--- config.mk ---
export PLATFORM = sky130hd
export DESIGN_NAME = fetch_queue
export DESIGN_NICKNAME = d
export VERILOG_FILES = /design/src/rtl/fetch_queue_pkg.sv /design/src/rtl/fetch_queue_mem.sv /design/src/rtl/fetch_queue.sv
export SDC_FILE = /design/constraint.sdc
export NUM_CORES = 1
export LEC_CHECK = 0
export BUFFER_PORTS_ARGS = -buffer_cell sky130_fd_sc_hd__clkbuf_2
export CELL_PAD_IN_SITES_DETAIL_PLACEMENT = 0
export CELL_PAD_IN_SITES_GLOBAL_PLACEMENT = 1
export CORE_ASPECT_RATIO = 1.75
export CORE_MARGIN = 10
export CORE_UTILIZATION = 53
export DETAILED_ROUTE_END_ITERATION = 8
export GPL_TIMING_DRIVEN = 0
export PLACE_DENSITY_LB_ADDON = 0.1
export SETUP_SLACK_MARGIN = 0.1
export SYNTH_ARGS = -nofsm -noshare
export SYNTH_HDL_FRONTEND = slang
export SYNTH_SLANG_ARGS = --single-unit
--- constraint.sdc ---
create_clock -name clk -period 3.85 [get_ports clk]
set_input_delay 0.77 -clock clk [delete_from_list [all_inputs] [get_ports clk]]
set_output_delay 0.77 -clock clk [all_outputs]
set_load 0.005 [all_outputs]
--- src/rtl/fetch_queue_pkg.sv ---
// Shared fetch-stage definitions: RV32I NOP encoding, instruction width and
// default fetch address width / reset PC. The decoder and the IF/ID flush
// logic import the same constants so that every stage agrees on what a bubble is.
package fetch_queue_pkg;

  localparam int               INSTR_WIDTH      = 32;
  localparam logic [31:0]      NOP_INSTR        = 32'h0000_0013;
  localparam int               DEFAULT_ADDR_W   = 9;
  localparam logic [DEFAULT_ADDR_W-1:0] DEFAULT_RESET_PC = '0;

endpackage

--- src/rtl/fetch_queue_mem.sv ---
// Storage array for the fetch queue: DEPTH entries of {pc, instruction}.
// One synchronous write port and one asynchronous read port, so the head
// entry is visible in the same cycle the read pointer selects it.
module fetch_queue_mem #(
  parameter int DEPTH = 4,
  parameter int WIDTH = 41
) (
  input  logic                     clk,
  input  logic                     reset,
  input  logic                     wrEn_i,
  input  logic [$clog2(DEPTH)-1:0] wrAddr_i,
  input  logic [WIDTH-1:0]         wrData_i,
  input  logic [$clog2(DEPTH)-1:0] rdAddr_i,
  output logic [WIDTH-1:0]         rdData_o
);

  logic [WIDTH-1:0] mem_q [DEPTH];

  // Clear every slot on reset so no stale entry can ever leak out; otherwise write on enqueue.
  always_ff @(posedge clk or negedge reset) begin
    if (!reset) begin
      for (int i = 0; i < DEPTH; i++) begin
        mem_q[i] <= '0;
      end
    end else if (wrEn_i) begin
      mem_q[wrAddr_i] <= wrData_i;
    end
  end

  assign rdData_o = mem_q[rdAddr_i];

endmodule

--- src/rtl/fetch_queue.sv ---
// Instruction-fetch front end: owns the fetch PC, addresses the combinational
// instruction ROM and buffers {pc, instruction} pairs for the IF/ID register.
// A redirect flushes the whole queue in one cycle and restarts fetch.
// Optional build macro FETCH_QUEUE_BYPASS_EN: when the queue is empty the ROM
// output is presented at the head directly (0-cycle fetch-to-dequeue latency).
module fetch_queue
  import fetch_queue_pkg::*;
#(
  parameter int                DEPTH    = 4,
  parameter int                ADDR_W   = DEFAULT_ADDR_W,
  parameter int                INSTR_W  = INSTR_WIDTH,
  parameter logic [ADDR_W-1:0] RESET_PC = ADDR_W'(DEFAULT_RESET_PC)
) (
  input  logic                   clk,
  input  logic                   reset,
  output logic [ADDR_W-1:0]      rom_addr,
  input  logic [INSTR_W-1:0]     rom_data,
  input  logic                   redirect,
  input  logic [ADDR_W-1:0]      redirect_pc,
  input  logic                   deq_ready,
  output logic                   deq_valid,
  output logic [INSTR_W-1:0]     deq_instr,
  output logic [ADDR_W-1:0]      deq_pc,
  output logic [$clog2(DEPTH):0] count
);

  localparam int PTR_W   = $clog2(DEPTH);
  localparam int CNT_W   = PTR_W + 1;
  localparam int ENTRY_W = ADDR_W + INSTR_W;

  logic [ADDR_W-1:0]  fetchPc_q, fetchPc_d;
  logic [PTR_W-1:0]   rdPtr_q, rdPtr_d;
  logic [PTR_W-1:0]   wrPtr_q, wrPtr_d;
  logic [CNT_W-1:0]   count_q, count_d;

  logic               queueEmpty;
  logic               queueFull;
  logic               queueDeq;
  logic               enq;
  logic               pcAdvance;
  logic               bypassHit;
  logic               bypassTaken;
  logic [ENTRY_W-1:0] headEntry;
  logic [ENTRY_W-1:0] wrEntry;

  assign queueEmpty = (count_q == '0);
  assign queueFull  = (count_q == CNT_W'(DEPTH));
  assign rom_addr   = fetchPc_q;
  assign count      = count_q;
  assign wrEntry    = {fetchPc_q, rom_data};

  fetch_queue_mem #(
    .DEPTH (DEPTH),
    .WIDTH (ENTRY_W)
  ) u_mem (
    .clk      (clk),
    .reset    (reset),
    .wrEn_i   (enq),
    .wrAddr_i (wrPtr_q),
    .wrData_i (wrEntry),
    .rdAddr_i (rdPtr_q),
    .rdData_o (headEntry)
  );

  // Handshake decisions: a redirect blocks every dequeue and enqueue; a full
  // queue can still accept when its head leaves in the same cycle; a bypassed
  // word that is consumed directly never needs a queue slot.
  always_comb begin
`ifdef FETCH_QUEUE_BYPASS_EN
    bypassHit   = reset && !redirect && queueEmpty;
    bypassTaken = bypassHit && deq_ready;
`else
    bypassHit   = 1'b0;
    bypassTaken = 1'b0;
`endif
    queueDeq  = !redirect && !queueEmpty && deq_ready;
    enq       = !redirect && (!queueFull || queueDeq) && !bypassTaken;
    pcAdvance = enq || bypassTaken;
  end

  // Head presentation: bypassed ROM word, queued head, or a NOP bubble with PC 0.
  always_comb begin
    deq_valid = 1'b0;
    deq_instr = INSTR_W'(NOP_INSTR);
    deq_pc    = '0;
    if (bypassHit) begin
      deq_valid = 1'b1;
      deq_instr = rom_data;
      deq_pc    = fetchPc_q;
    end else if (!redirect && !queueEmpty) begin
      deq_valid = 1'b1;
      {deq_pc, deq_instr} = headEntry;
    end
  end

  // Next-state for pointers, occupancy and fetch PC; a redirect wipes the queue
  // and loads a word-aligned restart address.
  always_comb begin
    fetchPc_d = fetchPc_q;
    rdPtr_d   = rdPtr_q;
    wrPtr_d   = wrPtr_q;
    count_d   = count_q;
    if (redirect) begin
      fetchPc_d = {redirect_pc[ADDR_W-1:2], 2'b00};
      rdPtr_d   = '0;
      wrPtr_d   = '0;
      count_d   = '0;
    end else begin
      if (enq) begin
        wrPtr_d = wrPtr_q + 1'b1;
      end
      if (queueDeq) begin
        rdPtr_d = rdPtr_q + 1'b1;
      end
      if (pcAdvance) begin
        fetchPc_d = fetchPc_q + ADDR_W'(4);
      end
      count_d = count_q + CNT_W'(enq) - CNT_W'(queueDeq);
    end
  end

  // State registers; reset discards the queue immediately and restarts fetch at RESET_PC.
  always_ff @(posedge clk or negedge reset) begin
    if (!reset) begin
      fetchPc_q <= RESET_PC;
      rdPtr_q   <= '0;
      wrPtr_q   <= '0;
      count_q   <= '0;
    end else begin
      fetchPc_q <= fetchPc_d;
      rdPtr_q   <= rdPtr_d;
      wrPtr_q   <= wrPtr_d;
      count_q   <= count_d;
    end
  end

endmodule

-- Word-level counts from Yosys, hierarchy flattened
Cells that the tools add are included.
- input port bits: 45
- flip-flop bits (word level): 180
- output and inout bits: 54
- word-level logic and storage cells: 46
- add/subtract/negate cells: 5
- order comparisons: 3
- bitwise gates (word level): 2
- reduce and logical (&&, ||, !) cells: 11
- muxes and demuxes: 16
- equality and inequality tests: 1
- operators by type and width (cell ; number):
    bitwise mux 164 bit ; 1
    two-way mux 41 bit ; 3
    binary-select mux 41 bit (select 2 bit) ; 1
    demux 41 bit (select 2 bit) ; 1
    two-way mux 32 bit ; 1
    two-way mux 9 bit ; 3
    adder 9 x 3 -> 9 bit, second input constant ; 1
    two-way mux 2 bit ; 4
    >= comparator 3 bit, second input constant ; 2
    NOT 2 -> 3 bit ; 2
    adder 2 x 1 -> 2 bit, second input constant ; 2
    logical AND 1 bit ; 4
    nonzero test 2 bit ; 2
    adder 3 x 1 -> 3 bit ; 1
    == test 3 bit, second input constant ; 1
    zero test 1 bit ; 3
    zero test 3 bit ; 1
    less-than comparator 3 x 1 -> 1 bit, second input constant ; 1
    two-way mux 3 bit ; 1
    subtractor 3 x 1 -> 3 bit ; 1
    logical OR 1 bit ; 1
    two-way mux 1 bit ; 1

-- Logic depth before layout (Yosys ltp)
Gate-level depths: netlist (run 1).
- depth in word-level cells: 9
- depth in mapped cells: 11
- gate-level depth less buffers: 9

-- By module
Synthesis (run 1) repeated with hierarchy kept, for this count alone.
- cell total of the unflattened synthesis: 528
- area total of the unflattened synthesis: 8145.3 µm²
- modules (own cells, without submodules) (module ; sequential area each (µm²) ; cells an instance ; instances ; area an instance (µm²)):
    fetch_queue_mem ; 4103.9 ; 399 ; 1 ; 7049.3
    fetch_queue ; 350.3 ; 129 ; 1 ; 1096.1

-- Least setup slack after synthesis (run 1)
OpenSTA, ideal clock, no wires.
- kind: input to register
- from: input redirect
- to: register count_q[2], in the netlist count[2]
- setup time: 0.121 ns
- path slack: 1.247 ns
- buffers on the path: 2
- data arrival time: 2.482 ns
- required time: 3.729 ns
- stages on the path: 11
- cell sequence: clkbuf_1 -> inv_1 -> clkbuf_1 -> o21ai_0 -> ha_1 -> inv_1 -> ha_1 -> inv_1 -> fa_1 -> xnor2_1 -> nor2_1
- cells in the longest elaborated chain, start to end: 8
- RTL lines (element ; line ; RTL):
    from (decl) ; fetch_queue.sv:18 ; input logic redirect,
    zero test 1 bit ; fetch_queue.sv:76, fetch_queue.sv:77 ;
    logical AND 1 bit (2 in series) ; fetch_queue.sv:76 ; queueDeq = !redirect && !queueEmpty && deq_ready;
    logical OR 1 bit ; fetch_queue.sv:77 ; enq = !redirect && (!queueFull || queueDeq) && !bypassTaken;
    logical AND 1 bit ; fetch_queue.sv:77 ;
    adder 3 x 1 -> 3 bit ; fetch_queue.sv:118 ; count_d = count_q + CNT_W'(enq) - CNT_W'(queueDeq);
    subtractor 3 x 1 -> 3 bit ; fetch_queue.sv:118 ;
    two-way mux 3 bit (*) ; fetch_queue.sv:103 ; if (redirect) begin
    via count_d[2] ; fetch_queue.sv:34 ; logic [CNT_W-1:0] count_q, count_d;
    to (signal assigned) ; fetch_queue.sv:133 ; count_q <= count_d;
    to (decl) ; fetch_queue.sv:34 ;
The timed path passes the listed nets; every way through them passes the cells marked *.
A chain may end at the register's enable or synchronous reset.

-- Final worst setup path (run 1)
- from: register count_q[1], in the netlist count[1]
- to: output deq_instr[14]
- cells in the longest elaborated chain, start to end: 4
- RTL lines (element ; line ; RTL):
    zero test 3 bit ; fetch_queue.sv:46 ; assign queueEmpty = (count_q == '0);
    zero test 1 bit ; fetch_queue.sv:90 ; end else if (!redirect && !queueEmpty) begin
    logical AND 1 bit ; fetch_queue.sv:90 ;
    two-way mux 32 bit ; fetch_queue.sv:90 ;
    to (decl) ; fetch_queue.sv:22 ; output logic [INSTR_W-1:0] deq_instr,
Every way passes these cells.

==> metrics.cfg, run 1 <==
[synth]
synth_most_common_cell = dfrtp_1
ys_types = 41
yosysTopAreaCell = dfrtp_1
yosysTopAreaCellShare = 0.522
syn_avg_cell_area_um2 = 15.3
synthTopCellsByArea = dfrtp_1 52%, mux2_2 16%, mux4_2 11%
async_flop_share = 1.00
netlist_top_cells_count = 170 x dfrtp_1, 116 x mux2_2, 40 x mux2_4, 39 x mux4_2, 36 x and3_1
synth_area_mm2 = 0.00815
postSynthCellCount = 533
ys_warn_count = 0
synth-edff-count = 0
ys.flop_type = dfrtp_1
yosys_register_bits = 170
ys_seq_area_frac = 0.522

[placement]
io_buffers = 92
gp_congestion = 0.828
hpwl_um = 13000
dpl_worst_slack_ns = 0.556
dp_cells = 812

[finish]
fillers = 1164
layout-drive-gt1-share = 0.540
syn_to_final_growth_pct = 16.4
nets = 701
layoutNonFillerInstCount = 843
postLayoutCoreUtil = 0.633

[clock_tree]
ctsHtreeMaxLevel = 4
post_cts.repair.setup_buffers = 0
cts.sinks = 170
cts_buffers = 17
cts-root-buf = clkbuf_16
cts_tree = built
hold_buffers = 0
clk_pin_slew_worst_paths_ns = 0.07
cts_resized = 0
clockBufferDepth = 2
worstSkewPairLatency_ns = 0.42

[timing]
hold_viol_final = 0
maxSlewViolCount = 0
finalWorstSetupSlack_ns = 0.678
finalSetupViolCount = 0
tns_ns = 0
period_needed_ns = 3.17
clock.fmax_mhz = 315
fin_crit_sh = 0.824
worst_clock_skew_ns = 0.00957
relSlewSlack = 0.497
rsz0062_at_grt = no
worst_pin_slew_ns = 0.754

[die]
initial_core_util = 0.544
dieArea_mm2 = 0.0209
rows = 59
die_y_um = 184
core_mm2 = 0.0150
boundaryPins = 99
die_w_um = 114

[critical_path]
crit_fanout = 10
setup.worst_path.start_class = flip-flop
critPathKind = reg2out
r2r_setup_slack_ns = 1.21
endpoint_kind = primary output
cp.required_ns = 3.08
cp.arrival_ns = 2.40

[drt]
drt_iter0_drc = 187
final_antenna_net_count = 0
wl_um = 19000
vias = 4913
first_pass_iters = 4
drc = 0
drt-vias-per-instance = 5.83
wl_per_cell_um = 22.5

[global_routing]
grt_first_pass_wirelength_um = 30300
antenna_found_initial = 1
grt_max_degree = 123
grt_overflow = 0
grt_usage = 0.186
grt_pass1_vias = 5551

[pwr]
p_leak_nw = 4.29
switchingPower_w = 0.00219
combPwrFrac = 0.347
p_sw_frac = 0.293
p_int_w = 0.00527
p_total_w = 0.00746
p_per_area_mw_per_mm2 = 787
peakVddDrop_mv = 0.420
pwr-share-clk = 0.235
power_frac_seq = 0.418

[min_path]
hp-class = in2async

[job]
max-cap-violations = 0

[run_status]
outcome = completed

## registers in the layout, summed over array words and instances (netlist names)
signal	count
count	3
rdPtr_q	2
rom_addr	7
u_mem.mem_q	156
wrPtr_q	2
## final cells by class
cell class / instances / area, µm² / share of cell area
clock buffer: 18 / 429 / 0.0453
buffer: 44 / 263 / 0.0277
clock inverter: 12 / 165 / 0.0174
multi-input combinational: 313 / 3610 / 0.381
antenna: 1 / 2.50 / 0.000264
timing repair buffer: 93 / 497 / 0.0524
tap: 183 / 229 / 0.0241
sequential: 170 / 4250 / 0.449
inverter: 9 / 33.8 / 0.00356
## worst max-delay path: stages (launching register included)
cell and delay, ns:
dfrtp_1 0.57, or3_1 0.17, clkbuf_1 0.41, clkbuf_1 0.45, and3_1 0.27, clkbuf_2 0.12
## power by group through the flow
stage | registers (W) | clock network (W) | logic, W
finish | 0.00312 | 0.00175 | 0.00259
global route | 0.00322 | 0.00186 | 0.00282
CTS | 0.00312 | 0.00179 | 0.00264
detailed placement | 0.00315 | 0 | 0.00262
global placement | 0.00306 | 0 | 0.00254
floorplan | 0.00297 | 0 | 0.00199
## cell families (layout without fill, tap and decap cells)
logic type / count (synthesis) / count (layout) / synth area share
buf+inv: 53 / 176 / 0.0364
xor+xnor: 2 / 2 / 0.00215
flops: 170 / 170 / 0.522
mux: 196 / 196 / 0.343
fa+ha+maj: 8 / 8 / 0.0132
compound gates: 25 / 25 / 0.0230
other cells: 1 / 5 / 0.000460
simple gates: 78 / 78 / 0.0599
## layout by cell type, fill, tap and decap left out, types with 2 or more instances in the layout
cell type / synthesis / final
buf_2: 18 / 18
nand4_1: 2 / 2
mux2_4: 40 / 40
clkbuf_16: 0 / 17
a2111o_1: 4 / 4
or2_2: 2 / 2
o211ai_1: 4 / 4
buf_6: 8 / 8
and3_1: 36 / 36
nand2_1: 10 / 10
clkinvlp_4: 0 / 5
inv_6: 0 / 3
bufinv_16: 0 / 3
nor3b_2: 4 / 4
conb_1: 1 / 4
clkbuf_1: 14 / 15
a211oi_1: 2 / 2
dfrtp_1: 170 / 170
buf_4: 4 / 4
mux4_2: 39 / 39
nor2_1: 4 / 4
inv_1: 9 / 9
clkbuf_2: 0 / 91
a21oi_1: 4 / 4
mux2_2: 116 / 116
ha_1: 7 / 7
nor3_1: 5 / 5
o21ai_0: 4 / 4
nand3_1: 4 / 4
nor2b_1: 3 / 3
or3_1: 4 / 4
## final timing paths
| path | depth (start not counted) | end | from |
|---|---|---|---|
| worst max-delay path | 5 | deq_instr[14] | count[1] |
| worst min-delay path | 1 | u_mem.mem_q[44] | reset |
| worst max register to register | 9 | count[2] | count[1] |
| worst min register to register | 1 | u_mem.mem_q[56] | u_mem.mem_q[56] |
| max in group asynchronous | 2 | u_mem.mem_q[1] | reset |
| min in group clk | 1 | u_mem.mem_q[56] | u_mem.mem_q[56] |
## through the flow
stage,hold slack [ns],area (µm²)
after floorplan,0.474,8160
after global placement,0.484,8850
after detailed placement,0.489,8890
after CTS,0.296,9480
after global routing,0.303,9480
final,0.279,9480
## per-layer routing
layer  vias to the layer above  routed length (µm)  GRT usage
met5                         -                   0          0
met4                         0                 234     0.0647
met3                        17                 885     0.0422
met2                       110               10200      0.326
met1                      2593                7620      0.217
li1                       2193                   -          -
Note: power is estimated with default switching activity, not from simulation.
==> inputs of run 2 (changes only) <==
--- a/config.mk
+++ b/config.mk
@@ -10,7 +10,7 @@
 export CELL_PAD_IN_SITES_GLOBAL_PLACEMENT = 1
 export CORE_ASPECT_RATIO = 1.75
 export CORE_MARGIN = 10
-export CORE_UTILIZATION = 53
+export CORE_UTILIZATION = 44
 export DETAILED_ROUTE_END_ITERATION = 8
 export GPL_TIMING_DRIVEN = 0
 export PLACE_DENSITY_LB_ADDON = 0.1
==> constraint.sdc (replaced) <==
create_clock -name clk -period 2.9 [get_ports clk]
set_input_delay 0.58 -clock clk [delete_from_list [all_inputs] [get_ports clk]]
set_output_delay 0.58 -clock clk [all_outputs]
set_load 0.005 [all_outputs]
==> metrics.cfg, run 2 (synthesis results as in run 1) <==
[timing]
worst_clock_skew_ns = 0.0113  ; +0.00170 ns
fin_crit_sh = 0.925
finalSetupViolCount = 0  ; unchanged
finalWorstSetupSlack_ns = 0.217  ; -0.461 ns
maxSlewViolCount = 0  ; unchanged
hold_viol_final = 0  ; unchanged
rsz0062_at_grt = yes
tns_ns = 0  ; unchanged
period_needed_ns = 2.68
clock.fmax_mhz = 373
relSlewSlack = 0.594  ; +0.0968
worst_pin_slew_ns = 0.609  ; -0.145 ns

[die]
core_mm2 = 0.0181  ; +21%
boundaryPins = 99  ; unchanged
die_w_um = 123  ; +8.0%
rows = 65  ; +10%
dieArea_mm2 = 0.0246  ; +17%
initial_core_util = 0.449  ; -0.0945
die_y_um = 200  ; +8.7%

[drt]
first_pass_iters = 4  ; unchanged
drt_iter0_drc = 274  ; +47%
drc = 0  ; unchanged
drt-vias-per-instance = 5.50  ; -5.6%
wl_um = 19900  ; +5.1%
final_antenna_net_count = 0  ; unchanged
wl_per_cell_um = 22.3  ; -0.92%
vias = 4917  ; +0.081%

[critical_path]
critPathKind = reg2out
ff2ff_path_depth = 9  ; unchanged
setup.worst_path.start_class = flip-flop
rr_startpoint = count[1]
crit_fanout = 10  ; unchanged
cp.arrival_ns = 2.10  ; -0.30 ns
endpoint_kind = primary output
startpoint = rdPtr_q[0]
r2r_setup_slack_ns = 0.43  ; -0.78 ns
cp-endpoint = deq_instr[24]
reg2reg_to = count[2]
cp.required_ns = 2.32  ; -0.76 ns

[finish]
layoutNonFillerInstCount = 894  ; +6.0%
nets = 700  ; -0.14%
layout-drive-gt1-share = 0.558  ; +0.0174
antennaDiodeCount = 0  ; -1
fillers = 1560  ; +34%
syn_to_final_growth_pct = 17.0
final_cell_mix = 170 x dfrtp_1, 116 x mux2_2, 99 x clkbuf_2, 40 x mux2_4, 39 x mux4_2
multi_input_area_mm2 = 0.00362  ; +0.28%
max_flop_register = u_mem.mem_q
seq_area_mm2 = 0.00425  ; unchanged
final_area_mm2 = 0.00953  ; +0.53%
largest_reg_flops = 156  ; unchanged
final_common_cell = dfrtp_1

[clock_tree]
cts.sinks = 170  ; unchanged
clk_pin_slew_worst_paths_ns = 0.07  ; about the same
worstSkewPairLatency_ns = 0.43  ; about the same
clockBufferDepth = 2  ; unchanged
hold_buffers = 0  ; unchanged
post_cts.repair.setup_buffers = 0  ; unchanged
cts_buffers = 17  ; unchanged
cts-root-buf = clkbuf_16
ctsHtreeMaxLevel = 4  ; unchanged
cts_tree = built

[placement]
gp_congestion = 0.771  ; -6.9%
io_buffers = 92  ; unchanged
dpl_cell_area_mm2 = 0.00895  ; +0.72%
hpwl_um = 13700  ; +5.3%
dpl_worst_slack_ns = -0.230  ; -0.786 ns
dp_cells = 863  ; +6.3%

[pwr]
p_per_area_mw_per_mm2 = 1020  ; +30%
p_total_w = 0.00974  ; +31%
p_leak_nw = 4.30  ; +0.23%
peakVddDrop_mv = 0.506  ; +20%

[global_routing]
antenna_found_initial = 0  ; -1
grt_max_degree = 99  ; -20%
grt_overflow = 0  ; unchanged
grt_pass1_vias = 5529  ; -0.40%
grt_first_pass_wirelength_um = 31600  ; +4.2%
grt_usage = 0.169  ; -0.0166

[job]
max-cap-violations = 0  ; unchanged

[run_status]
outcome = completed

[min_path]
hp-class = in2async

run 2: how the worst min path moves through the flow:
stage	to	slack (ns)	cells past startpoint
global placement	u_mem.mem_q[56]	0.48	1
CTS	u_mem.mem_q[130]	0.17	1
detailed placement	u_mem.mem_q[53]	0.49	1
floorplan	count[0]	0.28	0
global route	u_mem.mem_q[89]	0.18	1
finish	u_mem.mem_q[89]	0.15	1
run 2: routing by layer:
metal	share of wire	routed length (µm)	GRT usage	up-vias
met1	0.41	8130	0.204	2615
met3	0.037	747	0.0425	17
met4	0.013	263	0.0517	0
li1	-	-	-	2189
met5	0	0	0	-
met2	0.54	10800	0.290	96
run 2: what timing repair did:
action	CTS	global route
setup endpoints to repair	35	33
pin swaps	0	0
resized for setup	7	19
run 2: worst max-delay path, cell delays in order (launching register included):
cell and delay (ns):
dfrtp_1 0.32, buf_2 0.25, buf_4 0.26, mux4_2 0.50
and3_1 0.22, clkbuf_2 0.12
run 2: area by class of cell:
type / instances / share of cell area
clock inverters: 13 / 0.0102
multi-input cells: 313 / 0.380
repair buffers: 93 / 0.0521
well taps: 234 / 0.0307
clock buffers: 19 / 0.0465
flip-flops and latches: 170 / 0.446
inverters: 9 / 0.00354
plain buffers: 43 / 0.0310
run 2: power breakdown:
group | internal [W] | leakage, nW | switching (W)
registers | 0.00350 | 2.05 | 0.000633
clock network | 0.00112 | 0.255 | 0.000985
logic | 0.00218 | 1.99 | 0.00133
total | 0.00680 | 4.30 | 0.00294
run 2: stage by stage:
step,hold slack (ns),utilization
3_5_place_dp,0.490,0.494
5_1_grt,0.176,0.526
6_report,0.152,0.526
3_3_place_gp,0.484,0.492
2_1_floorplan,0.284,-
4_1_cts,0.172,0.524
